[src/rtl/vga_pattern_gen.sv]
// Multi-mode VGA test-pattern source with frame-synchronous mode switching.
// Two registered stages from pixel position to RGB, black during blanking.
module vga_pattern_gen #(
  parameter int WIDTH       = 800,
  parameter int HEIGHT      = 480,
  parameter int XBITS       = 11,
  parameter int YBITS       = 10,
  parameter int CBITS       = 8,
  parameter int GRAD_XSHIFT = 2,
  parameter int GRAD_YSHIFT = 1,
  parameter int CHECK_LOG2  = 5,
  parameter int BOX_SIZE    = 64,
  parameter int BOX_STEP    = 4
) (
  input  logic               vga_clk,
  input  logic               reset_n,
  input  logic [XBITS-1:0]   fb_xpos,
  input  logic [YBITS-1:0]   fb_ypos,
  input  logic               pix_valid,
  input  logic               frame_start,
  input  logic [2:0]         mode_sel,
  input  logic [3*CBITS-1:0] solid_rgb,
  output logic [CBITS-1:0]   red,
  output logic [CBITS-1:0]   green,
  output logic [CBITS-1:0]   blue,
  output logic               out_valid,
  output logic [15:0]        frame_cnt
);

  typedef enum logic [2:0] {
    M_GRAD, M_BARS, M_CHECK, M_SOLID,
    M_BOX, M_SCROLL, M_BLK6, M_BLK7
  } mode_t;

  localparam int BAR_W = WIDTH / 8;
  localparam logic [XBITS-1:0] BAR_LAST = XBITS'(BAR_W - 1);
  localparam logic [XBITS:0] X_STEP = (XBITS+1)'(BOX_STEP);
  localparam logic [XBITS:0] X_MAX  = (XBITS+1)'(WIDTH - BOX_SIZE);
  localparam logic [XBITS:0] X_SIZE = (XBITS+1)'(BOX_SIZE);
  localparam logic [YBITS:0] Y_STEP = (YBITS+1)'(BOX_STEP);
  localparam logic [YBITS:0] Y_MAX  = (YBITS+1)'(HEIGHT - BOX_SIZE);
  localparam logic [YBITS:0] Y_SIZE = (YBITS+1)'(BOX_SIZE);

  mode_t              mode_q;
  logic [3*CBITS-1:0] solid_q;
  logic [XBITS-1:0]   box_x, box_x_nxt;
  logic [YBITS-1:0]   box_y, box_y_nxt;
  logic               dir_x, dir_x_nxt;
  logic               dir_y, dir_y_nxt;
  logic [XBITS-1:0]   bar_cnt, cnt_eff, cnt_nxt;
  logic [2:0]         bar_idx, idx_eff, idx_nxt;
  logic               bar_first;
  logic [XBITS:0]     xw, bx_sum;
  logic [YBITS:0]     yw, by_sum;
  logic [CBITS-1:0]   grad_r, grad_b;
  logic               in_box, chk;
  logic [3*CBITS-1:0] color;
  logic               v1;
  logic [3*CBITS-1:0] c1;

  // Bar counters: a pixel at x==0 restarts the line at bar 0
  always_comb begin
    bar_first = pix_valid && (fb_xpos == '0);
    cnt_eff   = bar_first ? '0 : bar_cnt;
    idx_eff   = bar_first ? 3'd0 : bar_idx;
    cnt_nxt   = cnt_eff + 1'b1;
    idx_nxt   = idx_eff;
    if (cnt_eff == BAR_LAST) begin
      cnt_nxt = '0;
      if (idx_eff != 3'd7) idx_nxt = idx_eff + 3'd1;
    end
  end

  // Box bounce: clamp to the edge and reverse direction
  always_comb begin
    bx_sum    = {1'b0, box_x} + X_STEP;
    by_sum    = {1'b0, box_y} + Y_STEP;
    box_x_nxt = bx_sum[XBITS-1:0];
    box_y_nxt = by_sum[YBITS-1:0];
    dir_x_nxt = dir_x;
    dir_y_nxt = dir_y;
    if (!dir_x) begin
      if (bx_sum >= X_MAX) begin
        box_x_nxt = X_MAX[XBITS-1:0];
        dir_x_nxt = 1'b1;
      end
    end else if ({1'b0, box_x} <= X_STEP) begin
      box_x_nxt = '0;
      dir_x_nxt = 1'b0;
    end else begin
      box_x_nxt = box_x - X_STEP[XBITS-1:0];
    end
    if (!dir_y) begin
      if (by_sum >= Y_MAX) begin
        box_y_nxt = Y_MAX[YBITS-1:0];
        dir_y_nxt = 1'b1;
      end
    end else if ({1'b0, box_y} <= Y_STEP) begin
      box_y_nxt = '0;
      dir_y_nxt = 1'b0;
    end else begin
      box_y_nxt = box_y - Y_STEP[YBITS-1:0];
    end
  end

  // Pattern colour for the current pixel under the latched mode
  always_comb begin
    xw     = {1'b0, fb_xpos};
    yw     = {1'b0, fb_ypos};
    grad_r = CBITS'(xw >> GRAD_XSHIFT);
    grad_b = CBITS'(yw >> GRAD_YSHIFT);
    in_box = (xw >= {1'b0, box_x})
          && (xw < {1'b0, box_x} + X_SIZE)
          && (yw >= {1'b0, box_y})
          && (yw < {1'b0, box_y} + Y_SIZE);
    chk    = fb_xpos[CHECK_LOG2] ^ fb_ypos[CHECK_LOG2];
    color  = '0;
    unique case (mode_q)
      M_GRAD:   color = {grad_r, {CBITS{1'b0}}, grad_b};
      M_BARS:   color = {{CBITS{~idx_eff[1]}},
                         {CBITS{~idx_eff[2]}},
                         {CBITS{~idx_eff[0]}}};
      M_CHECK:  color = {(3*CBITS){chk}};
      M_SOLID:  color = solid_q;
      M_BOX:    color = in_box ? {(3*CBITS){1'b1}} : solid_q;
      M_SCROLL: color = {grad_r + frame_cnt[CBITS-1:0],
                         {CBITS{1'b0}}, grad_b};
      default:  color = '0;
    endcase
  end

  // Frame-synchronous state: mode, colour, frame count, box
  always_ff @(posedge vga_clk or negedge reset_n) begin
    if (!reset_n) begin
      mode_q    <= M_GRAD;
      solid_q   <= '0;
      frame_cnt <= '0;
      box_x     <= '0;
      box_y     <= '0;
      dir_x     <= 1'b0;
      dir_y     <= 1'b0;
    end else if (frame_start) begin
      mode_q    <= mode_t'(mode_sel);
      solid_q   <= solid_rgb;
      frame_cnt <= frame_cnt + 16'd1;
      box_x     <= box_x_nxt;
      box_y     <= box_y_nxt;
      dir_x     <= dir_x_nxt;
      dir_y     <= dir_y_nxt;
    end
  end

  // Bar counters advance on active pixels only
  always_ff @(posedge vga_clk or negedge reset_n) begin
    if (!reset_n) begin
      bar_cnt <= '0;
      bar_idx <= '0;
    end else if (pix_valid) begin
      bar_cnt <= cnt_nxt;
      bar_idx <= idx_nxt;
    end
  end

  // Two-stage pipeline, black whenever the pixel is not valid
  always_ff @(posedge vga_clk or negedge reset_n) begin
    if (!reset_n) begin
      v1        <= 1'b0;
      c1        <= '0;
      out_valid <= 1'b0;
      red       <= '0;
      green     <= '0;
      blue      <= '0;
    end else begin
      v1        <= pix_valid;
      c1        <= pix_valid ? color : '0;
      out_valid <= v1;
      {red, green, blue} <= v1 ? c1 : '0;
    end
  end

endmodule

[config.mk]
export PLATFORM = sky130hd
export DESIGN_NAME = vga_pattern_gen
export DESIGN_NICKNAME = d
export VERILOG_FILES = /design/src/rtl/vga_pattern_gen.sv
export SDC_FILE = /design/constraint.sdc
export NUM_CORES = 1
export LEC_CHECK = 0
export CORE_UTILIZATION = 56
export DETAILED_ROUTE_END_ITERATION = 10
export GPL_ROUTABILITY_DRIVEN = 0
export PLACE_DENSITY = 0.81
export SLEW_MARGIN = 20
export SYNTH_ARGS = -nofsm -noshare
export SYNTH_HDL_FRONTEND = slang
export SYNTH_SLANG_ARGS = --single-unit
[constraint.sdc]
create_clock -name vga_clk -period 2.8 [get_ports vga_clk]
set_input_delay 0.56 -clock vga_clk [delete_from_list [all_inputs] [get_ports vga_clk]]
set_output_delay 0.56 -clock vga_clk [all_outputs]
set_load 0.05 [all_outputs]
# Word level (Yosys, flattened, before mapping)
# Index checks and enable logic that the tools add are counted.
# Widths: inputs -> output; s select.
# op_classes
n_reduce_logical,6
n_bitwise,4
magnitude_cmp,8
n_eq_ne,7
add_sub_neg,10
mux,21
# ops
op,n
$pmux 24 s6,1
$mux 24,3
$mux 11,5
$mux 10,3
$add 16x1->16 const B,1
$add 11x3->12 const B,1
$add 11x7->12 const B,1
$ge 12x10->1 const B,1
$lt 11x12->1,1
$add 10x3->11 const B,1
$add 10x7->11 const B,1
$add 11x1->11 const B,1
$eq 11x7->1 const B,1
$ge 11x11->1,1
$ge 11x9->1 const B,1
$le 11x3->1 const B,1
$logic_not 11->1,1
$lt 10x11->1,1
$sub 11x3->11 const B,1
$ge 10x10->1,1
$le 10x3->1 const B,1
$sub 10x3->10 const B,1
$mux 3,3
$add 8x8->8,1
other kinds (10),22
# totals
out_inout_bits,41
regBits,130
inputBits,52

# Depth between registers and ports, before layout
# Gate-level depths: netlist of the first run.
# depth
depth_word,8
depth_mapped,12
depth_no_buf,10

# Worst setup path before layout of the first run
# OpenSTA, ideal clock, no wires.
# synth_timing
kind,input to register
startpoint,in fb_xpos[5]
endpoint,reg bar_cnt[10]
arrival_ns,2.323
n_path_buf,0
setup_slack_ns,0.351
setup_time_ns,0.126
path_stages,10
path_cell_list,nor4b_4 > nand3_4 > and2_1 > ha_1 > and3_1 > and3_1 > and3_1 > nand3_1 > mux2i_1 > o2bb2ai_1
# synth_between
elab_chain_cells,5
word_cells_on_any_way,6
classes_between,add/sub (1); eq/ne (1); mux (2); reduce/logical (2)
# synth_rtl
element,line,source
from (decl),17,"input logic [XBITS-1:0] fb_xpos,"
$logic_not 11->1 (*),63,bar_first = pix_valid && (fb_xpos == '0);
$logic_and 1x1->1 (*),63,
$mux 11 (*),64,cnt_eff = bar_first ? '0 : bar_cnt;
$add 11x1->11 / $eq 11x7->1 (equally long branches),"66, 68",
$mux 11 (*),68,if (cnt_eff == BAR_LAST) begin
to (signal assigned),159,bar_cnt <= cnt_nxt;
to (decl),50,"logic [XBITS-1:0] bar_cnt, cnt_eff, cnt_nxt;"
# Every way passes the cells marked *; elsewhere a longest branch is shown, timed or not.
# A chain may end at the register's enable or synchronous reset.

# Final worst setup path of the first run
# Ends and elaborated chain as after synthesis.

==> metrics.cfg, run 1 <==
[place]
port_buffers=91
hpwl_um=13100
dp_cells=994

[floorplanning]
io_pins=93
initial_core_util_pct=57.8
die_area_sq_mm=0.0136
chipWidth_um=117
die_h_um=117
rows=41
fp.coreArea_sq_mm=0.0127

[worst_setup_path]
cp_cell_sequence=clkdlybuf4s50_1, nor4b_4, nand3_4, and2_1, ha_1, and3_1, and3_1, and3_1, nand3_1, mux2i_1, o2bb2ai_1
cpMaxStageDelayCell=clkdlybuf4s50_1
cp_max_fo=4
worst_path_most_repeated_cell=and3_1
crit_required_ns=3.11
endpoint_kind=register
path_class=in -> reg
crit_arrival_ns=3.03
crit_path_start_kind=primary input
cp_slowest_stage_delay_ns=0.49

[yosys]
syn_inst=735
ys_seq_elements=126
synth.most_common_cell=dfrtp_1
syn-num-nets=834
syn_area_sq_mm=0.00736
ys_async_sr_fraction_pct=100
synthDistinctLibCells=78
yosys.area_share.simple_pct=16.3
synth-xor-area-share_pct=3.81
synth_adder_area_share_pct=8.10
synth_commonest_cells=126 x dfrtp_1, 63 x nor2_1, 46 x ha_1, 39 x nand2_1, 38 x nand3_1
synth_top_family_by_area=compound AO/OA/AOI/OAI gates
synth_warnings=0
avgSynthCellArea_sq_um=10.0
synth-seq-area-share_pct=42.9
synth_edf_count=0
synthFlopType=dfrtp_1
synth-compound-area-share_pct=18.9
yosysTopAreaCell=dfrtp_1
synthMuxAreaShare_pct=6.63
yosys-top-cells-area=dfrtp_1 43%, ha_1 7.8%, mux2_2 5.4%
yosysTopAreaCellShare_pct=42.9

[timing]
clock.fmax_ghz=0.368
slew_viol_final=0
relSlewSlack_pct=50.8
fin_crit_ns=2.72
hold_viol=0
period_share_pct=97.1
setup_viol=0
skew_ns=0.0110
rsz0062_at_grt=no
worst_pin_slew_ns=0.737

[clock_network]
clock_path_buffers=2
path_clk_slew_ns=0.06
cts_tree=built
hold_buffers=0
clock_tree.htree_level_count=4
clk_latency_ns=0.43
cts.sinks=126
cts-root-buf=clkbuf_16
postCtsSetupRepairBufs=0
cts-resized-gates=0
numCtsBuffers=17

[cells_and_area]
diodes=0
nNetsFinal=940
final_cells=1025
fillers=906
area_delta_synth_final_pct=24.7
drive_above_1_share_pct=14.1

[drt]
via_per_inst=6.12
drc=0
wl_per_cell_um=18.0
drtIter0Drc=515
vias=6275
ant_nets=0
drt_pass1_iterations=6
drt-total-wl_um=18500

[global_routing]
grt_pass1_wl_um=29900
grt_overflow=0
grt_pass1_vias=6146
grt_usage_pct=28.8
grt_antenna_before_repair=0
grt_start_max_net_pins=127

[pwr]
p_leak_nw=3.97
power.density_cell_area_mw_per_mm2=842
fin_total_pwr_mw=7.72
peakVddDrop_uv=614

[run_status]
status=finished clean

[run]
cap_violations=0

[hold_path]
min_path_type=in -> async

worst paths after layout:
| path | startpoint | endpoint | slack [ns] | depth (start not counted) |
|---|---|---|---|---|
| setup / recovery | fb_xpos[5] | bar_cnt[10] | 0.08 | 11 |
| hold / removal | reset_n | green[4] | 0.24 | 2 |
| setup reg to reg | box_x[6] | box_x[4] | 0.27 | 7 |
| hold reg to reg | c1[13] | green[5] | 0.45 | 1 |
| max in group asynchronous | reset_n | box_x[5] | 2.09 | 2 |
| min in group vga_clk | c1[13] | green[5] | 0.45 | 1 |
metrics by stage:
| stage | instance area, sq um | worst slack (ns) | TNS, ns | utilization, % | hold WS (ns) |
|---|---|---|---|---|---|
| floorplan | 7360 | 0.351 | 0 | - | 0.264 |
| global placement | 8580 | -0.250 | -1.13 | 67.5 | 0.440 |
| detailed placement | 8580 | -0.335 | -2.46 | 67.5 | 0.442 |
| CTS | 9170 | 0.102 | 0 | 72.1 | 0.275 |
| global route | 9170 | 0.0205 | 0 | 72.1 | 0.296 |
| finish | 9170 | 0.0801 | 0 | 72.1 | 0.240 |
cells by family (layout without fill, tap and decap cells):
logic type | after synthesis | count (layout)
AO/OA/AOI/OAI | 198 | 198
XOR/XNOR | 32 | 32
adder cells (fa/ha/maj) | 47 | 47
buffers and inverters | 62 | 180
flip-flops | 126 | 126
multiplexers | 44 | 44
AND/OR/NAND/NOR | 226 | 226
per-layer routing:
layer / GRT usage [%] / up-vias / part of all wire [%]
met3: 6.43 / 58 / 5.7
li1: - / 2918 / -
met2: 50.5 / 248 / 50
met5: 0 / - / 0
met4: 10.6 / 0 / 2.8
met1: 34.8 / 3051 / 41
worst max-delay path: cells and delay by family:
family,cells,cell delay [ns]
and+or+nand+nor,7,1.46
buffers and inverters,1,0.49
adders and majority gates,1,0.24
muxes,1,0.21
AOI/OAI and AO/OA,1,0.07
layout by cell type (no fill, tap or decap), types with 5 or more instances in the layout:
| cell | instances |
|---|---|
| dfrtp_1 | 126 |
| clkdlybuf4s50_1 | 89 |
| nor2_1 | 63 |
| ha_1 | 46 |
| nand2_1 | 39 |
| nand3_1 | 38 |
| mux2_2 | 35 |
| a21oi_1 | 32 |
| and2_1 | 31 |
| buf_4 | 29 |
| inv_1 | 26 |
| xnor2_1 | 25 |
| o21ai_0 | 22 |
| o21ai_1 | 21 |
| a31oi_1 | 19 |
| a211oi_1 | 17 |
| clkbuf_16 | 17 |
| a22oi_1 | 15 |
| nand4_1 | 11 |
| a21boi_2 | 8 |
| a21o_1 | 7 |
| xor2_1 | 7 |
| nor3_1 | 7 |
| and3_1 | 6 |
| mux2i_1 | 6 |
| o22ai_1 | 6 |
| nor4_1 | 5 |
| and4_1 | 5 |
report_power, final:
| part | switching (mW) | internal [mW] | total, mW | leakage (nW) |
|---|---|---|---|---|
| combinational | 1.64 | 1.23 | 2.87 | 2.08 |
| clock | 0.842 | 1.36 | 2.20 | 0.282 |
| sequential | 0.521 | 2.13 | 2.65 | 1.60 |
| total | 3.01 | 4.72 | 7.72 | 3.97 |
state kept, by name, summed over array words and instances (netlist names):
signal	count
box_x	9
green	8
red	8
frame_cnt	16
dir_x	1
bar_cnt	11
dir_y	1
mode_q	3
box_y	8
solid_q	24
bar_idx	3
v1	1
out_valid	1
c1	24
blue	8
layout make-up:
class / instances / area [sq um] / area share (%)
Sequential cell: 126 / 3150 / 34.4
Multi-Input combinational cell: 547 / 3960 / 43.1
Timing Repair Buffer: 121 / 1150 / 12.6
Clock inverter: 12 / 136 / 1.49
Tap cell: 172 / 215 / 2.35
Inverter: 28 / 105 / 1.15
Clock buffer: 19 / 453 / 4.94
Note: power is estimated with default switching activity, not from simulation.
==> run 2, diff against run 1 <==
- TNS_END_PERCENT: unset -> 1
==> results of run 2 <==
The final DEF is identical to that of run 1; final timing and power are the same.
==> run 3, diff against run 2 <==
- ABC_AREA: unset -> 0
- CORE_ASPECT_RATIO: unset -> 0.5
==> metrics.cfg, run 3 (synthesized netlist as in run 1, its figures left out) <==
[floorplanning]
initial_core_util_pct=57.8  ; about the same
chipWidth_um=164  ; was 117 um
rows=29  ; was 41
fp.coreArea_sq_mm=0.0127  ; about the same
die_area_sq_mm=0.0136  ; about the same
io_pins=93  ; unchanged
die_h_um=83.0  ; was 117 um

[pwr]
seq_power_share_pct=33.5  ; was 34.3%
combPwrFrac_pct=38.2  ; was 37.2%
peakVddDrop_uv=515  ; was 614 uV
p_leak_nw=4.03  ; was 3.97 nW
power.density_cell_area_mw_per_mm2=839  ; was 842 mW/mm^2
cell_internal_pwr_mw=4.73  ; was 4.72 mW
switching_share_pct=39.3  ; was 38.9%
p_switching_mw=3.06  ; was 3.01 mW
pwr-share-clk_pct=28.3  ; was 28.5%
fin_total_pwr_mw=7.78  ; was 7.72 mW

[cells_and_area]
drive_above_1_share_pct=15.4  ; was 14.1%
area_delta_synth_final_pct=26.1  ; was 24.7%
largestRegisters=c1 x24, solid_q x24, frame_cnt x16  ; unchanged
fillers=850  ; was 906
seqCellArea_sq_mm=0.00315  ; unchanged
layout_commonest_cell=dfrtp_1  ; unchanged
nNetsFinal=952  ; was 940
diodes=0  ; unchanged
final_cell_mix=126 x dfrtp_1, 89 x clkdlybuf4s50_1, 63 x nor2_1  ; unchanged
multi_input_comb_area_sq_mm=0.00396  ; about the same

[clock_network]
postCtsSetupRepairBufs=0  ; unchanged
clock_tree.htree_level_count=4  ; unchanged
hold_buffers=0  ; unchanged
cts-root-buf=clkbuf_16  ; unchanged
cts-resized-gates=0  ; unchanged
clock_path_buffers=2  ; unchanged
clk_latency_ns=0.42  ; was 0.43 ns
path_clk_slew_ns=0.06  ; about the same
cts.sinks=126  ; unchanged
cts_tree=built  ; unchanged
numCtsBuffers=17  ; unchanged

[drt]
drc=0  ; unchanged
vias=6276  ; was 6,275
via_per_inst=6.06  ; was 6.12
drt_pass1_iterations=5  ; was 6
drt-total-wl_um=18600  ; was 18,500 um
drtIter0Drc=580  ; was 515
wl_per_cell_um=18.0  ; about the same
ant_nets=0  ; unchanged

[worst_setup_path]
crit_required_ns=3.08  ; was 3.11 ns
cp_max_fo=4  ; unchanged
endpoint_kind=register  ; unchanged
path_class=in -> reg  ; unchanged
crit_path_start_kind=primary input  ; unchanged
crit_arrival_ns=2.96  ; was 3.03 ns

[timing]
fin_crit_ns=2.68  ; was 2.72 ns
tns_ns=0  ; unchanged
hold_viol=0  ; unchanged
slew_viol_final=0  ; unchanged
rsz0062_at_grt=no  ; unchanged
worst_pin_slew_ns=0.793  ; was 0.737 ns
relSlewSlack_pct=47.2  ; was 50.8%
skew_ns=0.00798  ; was 0.0110 ns
period_share_pct=95.7  ; was 97.1%
setup_viol=0  ; unchanged
clock.fmax_ghz=0.373  ; was 0.368 GHz

[place]
hpwl_um=12900  ; was 13,100 um
port_buffers=91  ; unchanged

[global_routing]
grt_pass1_vias=6041  ; was 6,146
grt_start_max_net_pins=47  ; was 127
grt_overflow=0  ; unchanged
grt_usage_pct=28.7  ; was 28.8%
grt_pass1_wl_um=30500  ; was 29,900 um
grt_antenna_before_repair=0  ; unchanged

[run]
cap_violations=0  ; unchanged

[run_status]
status=finished clean  ; unchanged

[hold_path]
min_path_type=in -> async  ; unchanged

run 3: changes by cell type in the layout (fill, tap and decap cells not counted), sizes merged:
cell | before | now
buf | 32 | 44
inv | 28 | 31
clkbuf | 19 | 18
clkinv | 7 | 6
run 3: power by group through the flow:
stage                     registers [mW]  logic [mW]  clock network [mW]
after CTS                           2.59        2.94                2.22
after floorplan                     2.64        1.98                   0
final                               2.61        2.97                2.21
after detailed placement            2.61        2.91                   0
after global placement              2.60        2.78                   0
after global routing                2.65        3.26                2.31
run 3: through the flow:
step           area [sq um]  worst slack, ns  hold slack [ns]  utilization, %  instances
6_report               9270            0.120            0.163            72.8       1036
5_1_grt                9270           0.0186            0.196            72.8       1036
4_1_cts                9270           0.0752            0.168            72.8       1036
3_5_place_dp           8680           -0.254            0.439            68.2       1004
3_3_place_gp           8680           -0.185            0.437            68.2       1004
2_1_floorplan          7360            0.351            0.264               -        735
run 3: final cells by class:
type,instances,area share [%]
clock buffers,18,4.63
flip-flops and latches,126,34.0
clock inverters,14,1.70
well taps,170,2.29
repair buffers,133,13.5
inverters,28,1.13
multi-input cells,547,42.7
run 3: path summary, 6_finish.rpt:
kind                            startpoint      endpoint  slack [ns]  cells past startpoint
worst max-delay path            fb_xpos[7]   bar_cnt[10]        0.12                     11
worst min-delay path               reset_n    bar_cnt[5]        0.16                      1
worst max register to register    box_x[6]         c1[5]        0.25                     11
worst min register to register       c1[7]       blue[7]        0.45                      1
max in group asynchronous          reset_n  frame_cnt[6]        1.96                      2
min in group vga_clk                 c1[7]       blue[7]        0.45                      1
run 3: worst max-delay path, stage by stage:
cell and delay [ns]:
clkdlybuf4s50_1 0.46, nor4_4 0.39, nand3_4 0.13, and2_1 0.21, ha_2 0.21, and3_1 0.19, and3_1 0.18, and3_1 0.20
nand3_1 0.11, mux2i_1 0.21, o2bb2ai_1 0.10
run 3: routing by layer:
metal	vias up	global-route usage (%)	part of all wire, %
met2	214	46.6	48
met5	-	0	0
met3	33	6.59	5.5
met1	3081	38.8	45
li1	2948	-	-
met4	0	7.58	1.5
